**config.mk**
```make
export PLATFORM = sky130hd
export DESIGN_NAME = signed_div_adapter
export DESIGN_NICKNAME = d
export VERILOG_FILES = /design/src/rtl/signed_div_adapter.sv
export SDC_FILE = /design/constraint.sdc
export NUM_CORES = 1
export LEC_CHECK = 0
export BUFFER_PORTS_ARGS = -buffer_cell sky130_fd_sc_hd__clkbuf_2
export CAP_MARGIN = 30
export CELL_PAD_IN_SITES_DETAIL_PLACEMENT = 0
export CELL_PAD_IN_SITES_GLOBAL_PLACEMENT = 1
export CORE_MARGIN = 5
export CORE_UTILIZATION = 39
export CTS_CLUSTER_DIAMETER = 80
export DETAILED_ROUTE_END_ITERATION = 6
export PLACE_DENSITY = 0.89
export SYNTH_ARGS = -nofsm -noshare
export SYNTH_HDL_FRONTEND = slang
export SYNTH_SLANG_ARGS = --single-unit
```
**constraint.sdc**
```tcl
create_clock -name clock -period 7.3 [get_ports clock]
set_input_delay 1.46 -clock clock [delete_from_list [all_inputs] [get_ports clock]]
set_output_delay 1.46 -clock clock [all_outputs]
set_load 0.02 [all_outputs]
```
**src/rtl/signed_div_adapter.sv**
```systemverilog
// rtl/signed_div_adapter.sv - signed/unsigned front end for a 64-bit unsigned iterative divider
// Special cases (x/0, MIN/-1) can be answered locally; all others go through the divider with sign fix-up.
module signed_div_adapter #(
  parameter bit BYPASS_SPECIAL = 1'b1
) (
  input  logic        clock,
  input  logic        resetn,
  input  logic        req_valid,
  output logic        req_ready,
  input  logic [63:0] req_a,
  input  logic [63:0] req_b,
  input  logic        req_signed,
  output logic        resp_valid,
  input  logic        resp_ready,
  output logic [63:0] resp_quotient,
  output logic [63:0] resp_remainder,
  output logic        div_start,
  output logic [63:0] div_a,
  output logic [63:0] div_b,
  input  logic        div_valid,
  input  logic [63:0] div_quotient,
  input  logic [63:0] div_remainder
);

  localparam logic [63:0] MIN_NEG = 64'h8000_0000_0000_0000;

  typedef enum logic [1:0] {IDLE, ISSUE, DONE} state_t;

  state_t      r_state;
  state_t      w_next;
  logic        r_sign_a;
  logic        r_sign_b;
  logic [63:0] r_mag_a;
  logic [63:0] r_mag_b;
  logic [63:0] r_quot;
  logic [63:0] r_rem;

  logic        w_sign_a;
  logic        w_sign_b;
  logic        w_div_zero;
  logic        w_overflow;
  logic        w_bypass;
  logic        w_accept;
  logic        w_capture;

  always_comb begin
    w_sign_a   = req_signed & req_a[63];
    w_sign_b   = req_signed & req_b[63];
    w_div_zero = (req_b == 64'd0);
    w_overflow = req_signed && (req_a == MIN_NEG) && (req_b == '1);
    w_bypass   = BYPASS_SPECIAL && (w_div_zero || w_overflow);
    w_accept   = (r_state == IDLE) && req_valid;
    w_capture  = (r_state == ISSUE) && div_valid;
  end

  always_ff @(posedge clock) begin
    if (!resetn) begin
      r_state <= IDLE;
    end else begin
      r_state <= w_next;
    end
  end

  always_comb begin
    w_next     = r_state;
    req_ready  = 1'b0;
    div_start  = 1'b0;
    resp_valid = 1'b0;
    case (r_state)
      IDLE: begin
        req_ready = 1'b1;
        if (req_valid) begin
          w_next = w_bypass ? DONE : ISSUE;
        end
      end
      ISSUE: begin
        div_start = 1'b1;
        if (div_valid) begin
          w_next = DONE;
        end
      end
      DONE: begin
        resp_valid = 1'b1;
        if (resp_ready) begin
          w_next = IDLE;
        end
      end
      default: w_next = IDLE;
    endcase
  end

  // Magnitudes are held from acceptance until the next request, so div_a/div_b stay stable through ISSUE.
  always_ff @(posedge clock) begin
    if (!resetn) begin
      r_sign_a <= 1'b0;
      r_sign_b <= 1'b0;
      r_mag_a  <= 64'd0;
      r_mag_b  <= 64'd0;
      r_quot   <= 64'd0;
      r_rem    <= 64'd0;
    end else if (w_accept) begin
      r_sign_a <= w_sign_a;
      r_sign_b <= w_sign_b;
      r_mag_a  <= w_sign_a ? -req_a : req_a;
      r_mag_b  <= w_sign_b ? -req_b : req_b;
      if (w_div_zero) begin
        r_quot <= '1;
        r_rem  <= req_a;
      end else if (w_overflow) begin
        r_quot <= MIN_NEG;
        r_rem  <= 64'd0;
      end
    end else if (w_capture) begin
      r_quot <= (r_sign_a ^ r_sign_b) ? -div_quotient : div_quotient;
      r_rem  <= r_sign_a ? -div_remainder : div_remainder;
    end
  end

  assign div_a          = r_mag_a;
  assign div_b          = r_mag_b;
  assign resp_quotient  = r_quot;
  assign resp_remainder = r_rem;

endmodule

```
==> flow_metrics.py, run 1 <==
metrics = {
    "placement": {
        "cell_area_after_placement_um2": 18100,
        "gp_congestion": 1.01,
        "dp.final_hpwl_um": 51100,
        "port-buffer-count": 520,
        "dp_worst_setup_slack_ps": 2020,
    },
    "critical_path": {
        "crit_path_end_kind": "flip-flop",
        "reg2reg_slack_ps": 4260,
        "setup.worst_path.start_class": "primary input",
        "required_ps": 7780,
        "timing_worst_setup_path_type": "primary input to flip-flop",
        "crit_arrival_ps": 5200,
        "crit_fanout": 64,
    },
    "floorplan": {
        "initial_utilization_pct": 39.5,
        "die_width_um": 208,
        "ios": 521,
        "die_y_um": 208,
        "fp-row-count": 72,
        "core_region_area_um2": 38600,
        "die_area_um2": 43200,
    },
    "detailed_routing": {
        "post-route-drc-count": 0,
        "routed_wirelength_um": 67400,
        "postRouteAntennaNets": 0,
        "route.vias.total": 17300,
        "1st_iter_drt_viols": 1648,
        "firstDrtPassIters": 5,
        "post_drt_via_cell_ratio": 5.93,
        "drt-wirelength-per-cell_um": 23.2,
    },
    "logic_synthesis": {
        "synth_enable_flop_cells": 0,
        "synth-warning-count": 0,
        "netlist_instances": 1916,
        "yosys-top-cells-count": "260 x sky130_fd_sc_hd__dfxtp_1, 253 x sky130_fd_sc_hd__nor2_1, 135 x sky130_fd_sc_hd__a21oi_1, 135 x sky130_fd_sc_hd__o21ai_0, 119 x sky130_fd_sc_hd__xor2_1",
        "yosysMostFrequentCell": "sky130_fd_sc_hd__dfxtp_1",
        "cell_taking_the_most_area_after_synthesis": "sky130_fd_sc_hd__dfxtp_1",
        "synth.top_cell.area_share_pct": 34.1,
        "synth_area_per_cell_um2": 7.96,
        "synth_seq_cells": 260,
        "yosys-top-cells-area": "sky130_fd_sc_hd__dfxtp_1 34%, sky130_fd_sc_hd__xor2_1 6.8%, sky130_fd_sc_hd__nor2_1 6.2%",
        "yosysSeqAreaShare_pct": 34.1,
        "synth.net_count": 2183,
        "synth_area_um2": 15200,
        "yosysUniqueCellTypes": 64,
        "yosys_most_used_dff": "sky130_fd_sc_hd__dfxtp_1",
        "async_set_or_reset_register_ratio_after_synthesis_pct": 0,
    },
    "clock_network": {
        "cts_root_buffer": "sky130_fd_sc_hd__clkbuf_16",
        "clock_path_buffers": 3,
        "clock_buffer_count_from_cts": 31,
        "cts_tree": "yes",
        "cts-htree-levels": 1,
        "worstSkewPairLatency_ps": 590,
        "cts.reportedPaths.clkPinSlew_ps": 60,
        "postCtsSetupRepairBufs": 0,
        "cts_hold_buf": 0,
        "cts.sink_count": 260,
        "cts.repair.resized": 0,
    },
    "sta": {
        "grt_setup_unrepaired": "false",
        "achievable-frequency_mhz": 212,
        "worst_slew_pin_slew_ps": 990,
        "setup_viol": 0,
        "number_of_pins_exceeding_their_max_slew_limit_in_the_final_report": 0,
        "finalCriticalPeriod_ps": 4720,
        "finalWorstSetupSlack_ps": 2580,
        "max_slew_margin_pct": 34.0,
        "fin_setup_tns_ps": 0,
        "share_of_the_cycle_needed_by_the_critical_path_after_routing_pct": 64.7,
        "final_clock_skew_ps": 21.2,
        "hold_viol_final": 0,
    },
    "outcome": {
        "status": "complete, no violations",
    },
    "grt": {
        "largest_net_degree_at_the_start_of_global_routing": 119,
        "grt_antenna_before_repair": 11,
        "grt_first_pass_wirelength_um": 101000,
        "grtUsageTotal_pct": 29.0,
        "grt_pass1_vias": 16300,
        "grt_overflow": 0,
    },
    "cells_and_area": {
        "layout-area-overhead-vs-synth_pct": 26.3,
        "final_layout_size_suffix_gt1_share_pct": 26.4,
        "cell_area_after_layout_um2": 19300,
        "num-nets-final": 2624,
        "fillers": 3907,
    },
    "power": {
        "ir_drop_v": 0.000174,
        "pwrdens_nw_per_um2": 227,
        "cellLeakagePower_nw": 8.25,
    },
    "worst_hold_path": {
        "hold_class": "flip-flop to flip-flop",
    },
    "flow_run": {
        "cap_viol_max_count": 0,
    },
}
## placed cells by master, fill, tap and decap left out, types with 13 or more instances in the layout
cell type / count
sky130_fd_sc_hd__a211oi_1: 60
sky130_fd_sc_hd__a21oi_1: 135
sky130_fd_sc_hd__a311oi_1: 13
sky130_fd_sc_hd__a31oi_1: 21
sky130_fd_sc_hd__and3_1: 19
sky130_fd_sc_hd__buf_4: 20
sky130_fd_sc_hd__clkbuf_16: 31
sky130_fd_sc_hd__clkbuf_2: 519
sky130_fd_sc_hd__dfxtp_1: 259
sky130_fd_sc_hd__inv_1: 17
sky130_fd_sc_hd__nand2_1: 79
sky130_fd_sc_hd__nand3_1: 27
sky130_fd_sc_hd__nand4_1: 29
sky130_fd_sc_hd__nor2_1: 253
sky130_fd_sc_hd__nor3_1: 59
sky130_fd_sc_hd__nor4_1: 43
sky130_fd_sc_hd__o211a_1: 48
sky130_fd_sc_hd__o21ai_0: 135
sky130_fd_sc_hd__o21ai_1: 13
sky130_fd_sc_hd__o22ai_1: 93
sky130_fd_sc_hd__o311a_1: 19
sky130_fd_sc_hd__o31ai_1: 45
sky130_fd_sc_hd__o41ai_1: 23
sky130_fd_sc_hd__or3_1: 34
sky130_fd_sc_hd__or4_1: 29
sky130_fd_sc_hd__xnor2_1: 104
sky130_fd_sc_hd__xor2_1: 118
## sequential cells by signal (all words and copies together) (netlist names)
| register | flops |
|---|---|
| div_a | 64 |
| r_sign_b | 1 |
| div_b | 64 |
| resp_remainder | 64 |
| r_state | 2 |
| resp_quotient | 64 |
| r_sign_a | 1 |
## where the power goes
group          leakage, nW  switching (mW)  total, mW  internal, mW
Sequential            2.14          0.0901       1.66          1.57
Combinational         5.62           0.766       1.16         0.398
Clock                0.494           0.662       1.54         0.879
Total                 8.25            1.52       4.36          2.85
## cell type report
type | count | area [um2] | share of cell area [%]
Timing Repair Buffer | 544 | 2870 | 14.9
Inverter | 18 | 68.8 | 0.357
Sequential cell | 260 | 5210 | 27.0
Antenna cell | 12 | 30.0 | 0.156
Multi-Input combinational cell | 1502 | 9430 | 49.0
Clock buffer | 43 | 921 | 4.78
Tap cell | 518 | 648 | 3.36
Clock inverter | 13 | 90.1 | 0.468
## routing by layer
layer	global-route usage (%)	routed length, um	vias up
li1	-	-	8027
met1	41.0	29400	8242
met2	45.0	29900	867
met3	4.91	5710	119
met4	9.99	2390	0
met5	0	0	-
## logic make-up after synthesis
logic type	Yosys count	synth area share (%)
flip-flops	260	34.1
multiplexers	9	0.591
XOR/XNOR	224	12.9
AND/OR/NAND/NOR	633	20.8
adder cells (fa/ha/maj)	5	0.410
AO/OA/AOI/OAI	631	27.1
buffers and inverters	154	4.18
## critical path: stages
cell and delay, ps:
sky130_fd_sc_hd__clkbuf_2 130, sky130_fd_sc_hd__inv_1 70, sky130_fd_sc_hd__ha_1 190, sky130_fd_sc_hd__nor4b_4 410
sky130_fd_sc_hd__nand4b_1 220, sky130_fd_sc_hd__or3_1 500, sky130_fd_sc_hd__nor4_1 620, sky130_fd_sc_hd__or2_4 690
sky130_fd_sc_hd__buf_4 530, sky130_fd_sc_hd__o22ai_1 150, sky130_fd_sc_hd__o211a_1 180
## path summary, 6_finish.rpt
path | startpoint | end | cells past startpoint
max | req_a[0] | resp_remainder[30]$_SDFFE_PN0P_ | 11
max reg2reg | r_state[1]$_SDFFE_PN0P_ | resp_remainder[30]$_SDFFE_PN0P_ | 8
min reg2reg | resp_quotient[36]$_SDFFE_PN0P_ | resp_quotient[36]$_SDFFE_PN0P_ | 1
min | resp_quotient[36]$_SDFFE_PN0P_ | resp_quotient[36]$_SDFFE_PN0P_ | 1
## metrics by stage
step	instances	power, mW	hold WS [ps]	utilization (%)
4_1_cts	2895	4.37	458	49.6
5_1_grt	2909	4.54	480	49.8
3_3_place_gp	2837	2.81	436	46.8
6_report	2910	4.36	455	49.8
3_5_place_dp	2839	2.83	444	46.9
2_1_floorplan	1916	2.35	466	-
No activity file was read; power rests on OpenSTA's default activity.
==> run 2: changes to the inputs <==
--- a/config.mk
+++ b/config.mk
@@ -10,10 +10,10 @@
 export CELL_PAD_IN_SITES_DETAIL_PLACEMENT = 0
 export CELL_PAD_IN_SITES_GLOBAL_PLACEMENT = 1
 export CORE_MARGIN = 5
-export CORE_UTILIZATION = 39
+export CORE_UTILIZATION = 37
 export CTS_CLUSTER_DIAMETER = 80
 export DETAILED_ROUTE_END_ITERATION = 6
-export PLACE_DENSITY = 0.89
+export PLACE_DENSITY = 0.85
 export SYNTH_ARGS = -nofsm -noshare
 export SYNTH_HDL_FRONTEND = slang
 export SYNTH_SLANG_ARGS = --single-unit
==> constraint.sdc (replaced) <==
create_clock -name clock -period 4.8 [get_ports clock]
set_input_delay 0.96 -clock clock [delete_from_list [all_inputs] [get_ports clock]]
set_output_delay 0.96 -clock clock [all_outputs]
set_load 0.02 [all_outputs]
==> run 2 against run 1 <==
Net effect:
- clock skew decreased by 5.7 ps
- wire length increased by 1.8%
- largest cell class unchanged
- critical path type unchanged
- power increased by 62%
- clock-buffer cell count increased by 4
- setup slack got worse by 1600 ps
- global-route usage decreased by 0.57 points
- final cell count increased by 0.89%
- combinational power increased by 53%
==> flow_metrics.py, run 2 (synthesis gave the netlist of run 1 again) <==
metrics = {
    "cells_and_area": {
        "layout_common_cells": "519 x sky130_fd_sc_hd__clkbuf_2, 259 x sky130_fd_sc_hd__dfxtp_1, 253 x sky130_fd_sc_hd__nor2_1",
        "leading_cell_type_in_the_layout_fill_and_taps_excluded": "sky130_fd_sc_hd__clkbuf_2",
        "layout-area-overhead-vs-synth_pct": 28.3,
        "num-nets-final": 2641,
        "final_layout_size_suffix_gt1_share_pct": 26.8,
        "fillers": 4123,
    },
    "sta": {
        "finalWorstSetupSlack_ps": 955,
        "achievable-frequency_mhz": 260,
        "hold_viol_final": 0,
        "worst_slew_pin_slew_ps": 927,
        "grt_setup_unrepaired": "false",
        "share_of_the_cycle_needed_by_the_critical_path_after_routing_pct": 80.1,
        "fin_setup_tns_ps": 0,
        "number_of_pins_exceeding_their_max_slew_limit_in_the_final_report": 0,
        "final_clock_skew_ps": 15.5,
        "max_slew_margin_pct": 38.2,
        "finalCriticalPeriod_ps": 3850,
        "setup_viol": 0,
    },
    "critical_path": {
        "cell_by_cell_listing_of_the_critical_path": "clkbuf_2, nor4_1, nand4b_1, or3_1, nor4_1, or2_4, buf_4, o21ai_0, o311a_1",
        "r2r-end": "resp_quotient[1]$_SDFFE_PN0P_",
        "crit_family": "simple AND/OR/NAND/NOR gates",
        "cp_slowest_stage_delay_ps": 720,
        "required_ps": 5230,
        "crit_fanout": 32,
        "crit_path_end_kind": "flip-flop",
        "rr_startpoint": "r_state[1]$_SDFFE_PN0P_",
        "reg2reg_slack_ps": 1760,
        "critical_path.slowest_cell": "sky130_fd_sc_hd__nor4_1",
        "critPathMostFrequentCell": "sky130_fd_sc_hd__nor4_1",
        "r2r_cells": 8,
        "setup.worst_path.start_class": "primary input",
        "timing_worst_setup_path_type": "primary input to flip-flop",
        "critical_path.n_buffers_inverters": 2,
        "crit_arrival_ps": 4270,
    },
    "power": {
        "cellLeakagePower_nw": 8.41,
        "pwrdens_nw_per_um2": 360,
        "ir_drop_v": 0.000220,
    },
    "worst_hold_path": {
        "hold-path-endpoint": "resp_quotient[13]$_SDFFE_PN0P_",
        "hold_path.startpoint": "resp_quotient[13]$_SDFFE_PN0P_",
        "hold_class": "flip-flop to flip-flop",
        "min_path_cells": 1,
    },
    "clock_network": {
        "cts.sink_count": 260,
        "cts-htree-levels": 2,
        "postCtsSetupRepairBufs": 0,
        "cts_hold_buf": 0,
        "cts_root_buffer": "sky130_fd_sc_hd__clkbuf_16",
        "worstSkewPairLatency_ps": 540,
        "cts_tree": "yes",
        "cts.repair.resized": 0,
        "clock_buffer_count_from_cts": 35,
        "clock_path_buffers": 3,
        "cts.reportedPaths.clkPinSlew_ps": 50,
    },
    "grt": {
        "grt_pass1_vias": 16100,
        "grt_antenna_before_repair": 5,
        "grt_overflow": 0,
        "largest_net_degree_at_the_start_of_global_routing": 197,
        "grt_first_pass_wirelength_um": 101000,
        "grtUsageTotal_pct": 28.4,
    },
    "placement": {
        "dp_worst_setup_slack_ps": 541,
        "gp_congestion": 0.955,
        "port-buffer-count": 520,
        "dp.final_hpwl_um": 52300,
    },
    "floorplan": {
        "initial_utilization_pct": 37.3,
        "die_width_um": 213,
        "die_area_um2": 45400,
        "core_region_area_um2": 40800,
        "ios": 521,
        "fp-row-count": 74,
        "die_y_um": 213,
    },
    "detailed_routing": {
        "route.vias.total": 17200,
        "drt-wirelength-per-cell_um": 23.4,
        "firstDrtPassIters": 5,
        "1st_iter_drt_viols": 1620,
        "postRouteAntennaNets": 0,
        "routed_wirelength_um": 68600,
        "post-route-drc-count": 0,
        "post_drt_via_cell_ratio": 5.87,
    },
    "outcome": {
        "status": "complete, no violations",
    },
    "flow_run": {
        "cap_viol_max_count": 0,
    },
}
-- run 2: cell types whose count changed in the layout (fill, tap and decap cells not counted), moves of 4 or more --
cell	previous run	this run
sky130_fd_sc_hd__buf_4	20	31
sky130_fd_sc_hd__clkbuf_8	10	3
sky130_fd_sc_hd__clkbuf_1	2	7
sky130_fd_sc_hd__clkbuf_16	31	37
sky130_fd_sc_hd__bufinv_16	0	4
sky130_fd_sc_hd__diode_2	12	4
-- run 2: worst register-to-register path: cells and delay by family, from the launching register on --
family | cells | cell delay, ps
simple gates | 5 | 1950
flops | 1 | 350
buf+inv | 1 | 330
compound gates | 2 | 300
-- run 2: how the worst max path moves through the flow --
| stage | cells past startpoint | slack [ps] | end | from |
|---|---|---|---|---|
| after floorplan | 11 | 1440 | resp_remainder[61]$_SDFFE_PN0P_ | req_a[0] |
| after global placement | 9 | 570 | resp_remainder[53]$_SDFFE_PN0P_ | req_b[22] |
| after detailed placement | 9 | 540 | resp_quotient[1]$_SDFFE_PN0P_ | req_a[60] |
| after CTS | 9 | 1100 | resp_quotient[1]$_SDFFE_PN0P_ | req_a[60] |
| after global routing | 10 | 750 | resp_quotient[2]$_SDFFE_PN0P_ | req_a[45] |
| final | 9 | 950 | resp_quotient[1]$_SDFFE_PN0P_ | req_a[5] |
-- run 2: layer usage --
metal | global-route usage (%) | share of wire (%) | vias to the layer above
met4 | 9.38 | 3.2 | 2
met3 | 5.76 | 9.2 | 112
met5 | 0 | 0.019 | -
li1 | - | - | 8065
met2 | 43.7 | 45 | 844
met1 | 40.1 | 43 | 8213
-- run 2: through the flow --
step / utilization (%) / area, um2 / hold WS [ps] / power (mW) / cells
2_1_floorplan: - / 15200 / 466 / 3.58 / 1916
3_3_place_gp: 44.8 / 18300 / 436 / 4.30 / 2866
3_5_place_dp: 44.9 / 18300 / 443 / 4.32 / 2868
4_1_cts: 47.8 / 19500 / 455 / 7.10 / 2931
5_1_grt: 47.9 / 19600 / 475 / 7.35 / 2936
6_report: 47.9 / 19600 / 451 / 7.05 / 2936
-- run 2: layout make-up --
cell class                 count  area [um2]  area share (%)
antenna                        4        10.0          0.0512
clock buffer                  47         993            5.08
clock inverter                16         205            1.05
inverter                      18        68.8           0.352
multi-input combinational   1502        9430            48.2
sequential                   260        5210            26.6
tap                          532         666            3.40
timing repair buffer         557        2980            15.2
-- run 2: where the power goes --
part	total, mW	internal [mW]	switching [mW]	leakage, nW
logic	1.77	0.607	1.16	5.69
registers	2.52	2.39	0.138	2.14
clock network	2.76	1.68	1.08	0.581
total	7.05	4.67	2.38	8.41
==> run 3: changes to the inputs <==
--- a/config.mk
+++ b/config.mk
@@ -5,15 +5,16 @@
 export SDC_FILE = /design/constraint.sdc
 export NUM_CORES = 1
 export LEC_CHECK = 0
+export ABC_AREA = 1
 export BUFFER_PORTS_ARGS = -buffer_cell sky130_fd_sc_hd__clkbuf_2
 export CAP_MARGIN = 30
 export CELL_PAD_IN_SITES_DETAIL_PLACEMENT = 0
 export CELL_PAD_IN_SITES_GLOBAL_PLACEMENT = 1
 export CORE_MARGIN = 5
-export CORE_UTILIZATION = 37
+export CORE_UTILIZATION = 33
 export CTS_CLUSTER_DIAMETER = 80
 export DETAILED_ROUTE_END_ITERATION = 6
-export PLACE_DENSITY = 0.85
+export PLACE_DENSITY = 0.82
 export SYNTH_ARGS = -nofsm -noshare
 export SYNTH_HDL_FRONTEND = slang
 export SYNTH_SLANG_ARGS = --single-unit
==> constraint.sdc (replaced) <==
create_clock -name clock -period 3.2 [get_ports clock]
set_input_delay 0.64 -clock clock [delete_from_list [all_inputs] [get_ports clock]]
set_output_delay 0.64 -clock clock [all_outputs]
set_load 0.02 [all_outputs]
==> run 3 against run 2 <==
Net effect:
- synthesized area increased by 31%
- wire length grew 40%
- critical path depth is 4 higher
- first-iteration DRC count rose by 39%
- combinational power increased to 2.7 times the previous value
==> flow_metrics.py, run 3 <==
metrics = {
    "clock_network": {
        "cts.sink_count": 260,
        "cts.repair.resized": 0,
        "cts_tree": "yes",
        "clock_buffer_count_from_cts": 36,
        "cts_hold_buf": 0,
        "cts_root_buffer": "sky130_fd_sc_hd__clkbuf_16",
        "worstSkewPairLatency_ps": 560,
        "clock_path_buffers": 3,
        "postCtsSetupRepairBufs": 0,
        "cts.reportedPaths.clkPinSlew_ps": 60,
        "cts-htree-levels": 2,
    },
    "cells_and_area": {
        "layout-area-overhead-vs-synth_pct": 23.0,
        "multi_input_area_um2": 13000,
        "leading_cell_type_in_the_layout_fill_and_taps_excluded": "sky130_fd_sc_hd__nand2_1",
        "layout_common_cells": "1005 x sky130_fd_sc_hd__nand2_1, 862 x sky130_fd_sc_hd__nor2_1, 519 x sky130_fd_sc_hd__clkbuf_2",
        "num-nets-final": 4284,
        "final_layout_size_suffix_gt1_share_pct": 16.6,
        "seq_area_um2": 5210,
        "fillers": 6880,
        "cell_area_after_layout_um2": 24600,
    },
    "sta": {
        "max_slew_margin_pct": 50.9,
        "finalWorstSetupSlack_ps": 761,
        "finalCriticalPeriod_ps": 2440,
        "fin_setup_tns_ps": 0,
        "worst_slew_pin_slew_ps": 735,
        "hold_viol_final": 0,
        "holdWs_ps": 389,
        "share_of_the_cycle_needed_by_the_critical_path_after_routing_pct": 76.2,
        "setup_viol": 0,
        "achievable-frequency_mhz": 410,
        "grt_setup_unrepaired": "false",
        "number_of_pins_exceeding_their_max_slew_limit_in_the_final_report": 0,
        "final_clock_skew_ps": 14.3,
    },
    "placement": {
        "port-buffer-count": 520,
        "dp.final_hpwl_um": 76100,
        "dp_worst_setup_slack_ps": 221,
        "cell_area_after_placement_um2": 23400,
        "gp_congestion": 1.01,
    },
    "logic_synthesis": {
        "yosys-top-cells-area": "sky130_fd_sc_hd__dfxtp_1 26%, sky130_fd_sc_hd__nand2_1 19%, sky130_fd_sc_hd__nor2_1 16%",
        "synth-warning-count": 0,
        "synth_enable_flop_cells": 0,
        "synthXorXnorAreaFrac_pct": 3.42,
        "synth-simple-area-share_pct": 50.7,
        "muxShareOfSynthArea_pct": 0,
        "async_set_or_reset_register_ratio_after_synthesis_pct": 0,
        "synth_adder_area_share_pct": 0.313,
        "yosys_most_used_dff": "sky130_fd_sc_hd__dfxtp_1",
        "netlist_instances": 3566,
        "synth_area_per_cell_um2": 5.60,
        "synth_seq_cells": 260,
        "cell_taking_the_most_area_after_synthesis": "sky130_fd_sc_hd__dfxtp_1",
        "yosysSeqAreaShare_pct": 26.1,
        "synth.top_cell.area_share_pct": 26.1,
        "synth_area_um2": 20000,
        "yosys-top-cells-count": "1007 x sky130_fd_sc_hd__nand2_1, 862 x sky130_fd_sc_hd__nor2_1, 280 x sky130_fd_sc_hd__inv_1",
        "synth_top_family_by_area": "simple AND/OR/NAND/NOR gates",
        "compound_gate_portion_of_the_synthesized_area_pct": 10.3,
        "yosysUniqueCellTypes": 42,
        "yosysMostFrequentCell": "sky130_fd_sc_hd__nand2_1",
        "synth.net_count": 3833,
    },
    "power": {
        "clock_power_share_pct": 31.7,
        "power_report.internal_total_mw": 7.64,
        "pwr-share-comb_pct": 37.5,
        "sequentialPowerShare_pct": 30.8,
        "switching_power_summed_over_all_nets_mw": 5.17,
        "pwrdens_nw_per_um2": 521,
        "cellLeakagePower_nw": 12.5,
        "ir_drop_v": 0.000327,
        "power_mw": 12.8,
        "sw_frac_of_total_pct": 40.3,
    },
    "floorplan": {
        "core_region_area_um2": 60100,
        "ios": 521,
        "die_width_um": 256,
        "fp-row-count": 90,
        "die_area_um2": 65600,
        "initial_utilization_pct": 33.2,
        "die_y_um": 256,
    },
    "critical_path": {
        "required_ps": 3640,
        "crit_path_end_kind": "flip-flop",
        "timing_worst_setup_path_type": "primary input to flip-flop",
        "crit_arrival_ps": 2880,
        "setup.worst_path.start_class": "primary input",
        "crit_fanout": 119,
    },
    "detailed_routing": {
        "routed_wirelength_um": 96100,
        "firstDrtPassIters": 5,
        "postRouteAntennaNets": 0,
        "post-route-drc-count": 0,
        "1st_iter_drt_viols": 2258,
        "drt-wirelength-per-cell_um": 19.8,
        "post_drt_via_cell_ratio": 5.10,
        "route.vias.total": 24700,
    },
    "grt": {
        "grt_antenna_before_repair": 26,
        "grtUsageTotal_pct": 27.7,
        "largest_net_degree_at_the_start_of_global_routing": 128,
        "grt_pass1_vias": 23100,
        "grt_first_pass_wirelength_um": 142000,
        "grt_overflow": 0,
    },
    "worst_hold_path": {
        "hold_class": "primary input to flip-flop",
    },
    "flow_run": {
        "cap_viol_max_count": 0,
    },
    "outcome": {
        "status": "complete, no violations",
    },
}
-- run 3: cell types whose count changed in the layout (fill, tap and decap cells not counted), sizes merged, moves of 41 or more --
cell    change
xor2       -57
xnor2      -89
nor2      +624
a211oi     -59
inv       +273
o21ai      +88
o22ai      -86
o211a      -48
nand2     +932
nand3b    +141
o31ai      -42
nor4       -41
nand3     +244
-- run 3: worst max-delay path, cell delays in order --
cell,delay [ps]
sky130_fd_sc_hd__clkbuf_2,110
sky130_fd_sc_hd__inv_1,180
sky130_fd_sc_hd__ha_1,230
sky130_fd_sc_hd__nand2_1,90
sky130_fd_sc_hd__nor2_2,240
sky130_fd_sc_hd__nand3_2,180
sky130_fd_sc_hd__nor3_4,200
sky130_fd_sc_hd__nand2_1,130
sky130_fd_sc_hd__nand2_2,130
sky130_fd_sc_hd__a21oi_4,70
sky130_fd_sc_hd__buf_12,240
sky130_fd_sc_hd__nor2_1,260
sky130_fd_sc_hd__nor2_1,60
-- run 3: cell type report --
type	instances	area share, %
Clock inverter	8	0.336
Tap cell	782	3.98
Sequential cell	260	21.2
Inverter	289	4.42
Clock buffer	57	4.44
Antenna cell	20	0.204
Multi-Input combinational cell	2861	52.7
Timing Repair Buffer	569	12.7
-- run 3: kinds of logic after synthesis --
logic type / Yosys count
simple gates: 2390
fa+ha+maj: 5
xor+xnor: 78
buf+inv: 445
compound gates: 388
flops: 260
-- run 3: power groups by stage --
stage               Sequential, mW  Clock [mW]  Combinational, mW
finish                        3.94        4.06               4.80
CTS                           3.94        4.16               4.79
global placement              4.00           0               4.76
floorplan                     4.47           0               2.49
detailed placement            4.01           0               4.76
global route                  3.99        4.28               5.31
-- run 3: through the flow --
stage               utilization (%)  instances
floorplan                         -       3566
global placement               38.8       4761
detailed placement             38.8       4761
CTS                            40.8       4826
global route                   40.9       4844
finish                         40.9       4846
-- run 3: final timing paths --
path | cells past startpoint | slack (ps) | to | startpoint
max | 13 | 760 | resp_remainder[50]$_SDFFE_PN0P_ | req_a[1]
min | 3 | 390 | div_b[47]$_SDFFE_PN0P_ | req_b[47]
max reg2reg | 11 | 770 | resp_quotient[37]$_SDFFE_PN0P_ | r_sign_b$_SDFFE_PN0P_
min reg2reg | 2 | 470 | div_b[63]$_SDFFE_PN0P_ | div_b[63]$_SDFFE_PN0P_
-- run 3: per-layer routing --
layer / up-vias / global-route usage [%] / part of all wire [%]
li1: 12300 / - / -
met3: 189 / 5.59 / 7.9
met4: 10 / 11.7 / 4.4
met1: 11200 / 36.6 / 43
met5: - / 0 / 0.060
met2: 1016 / 44.3 / 44
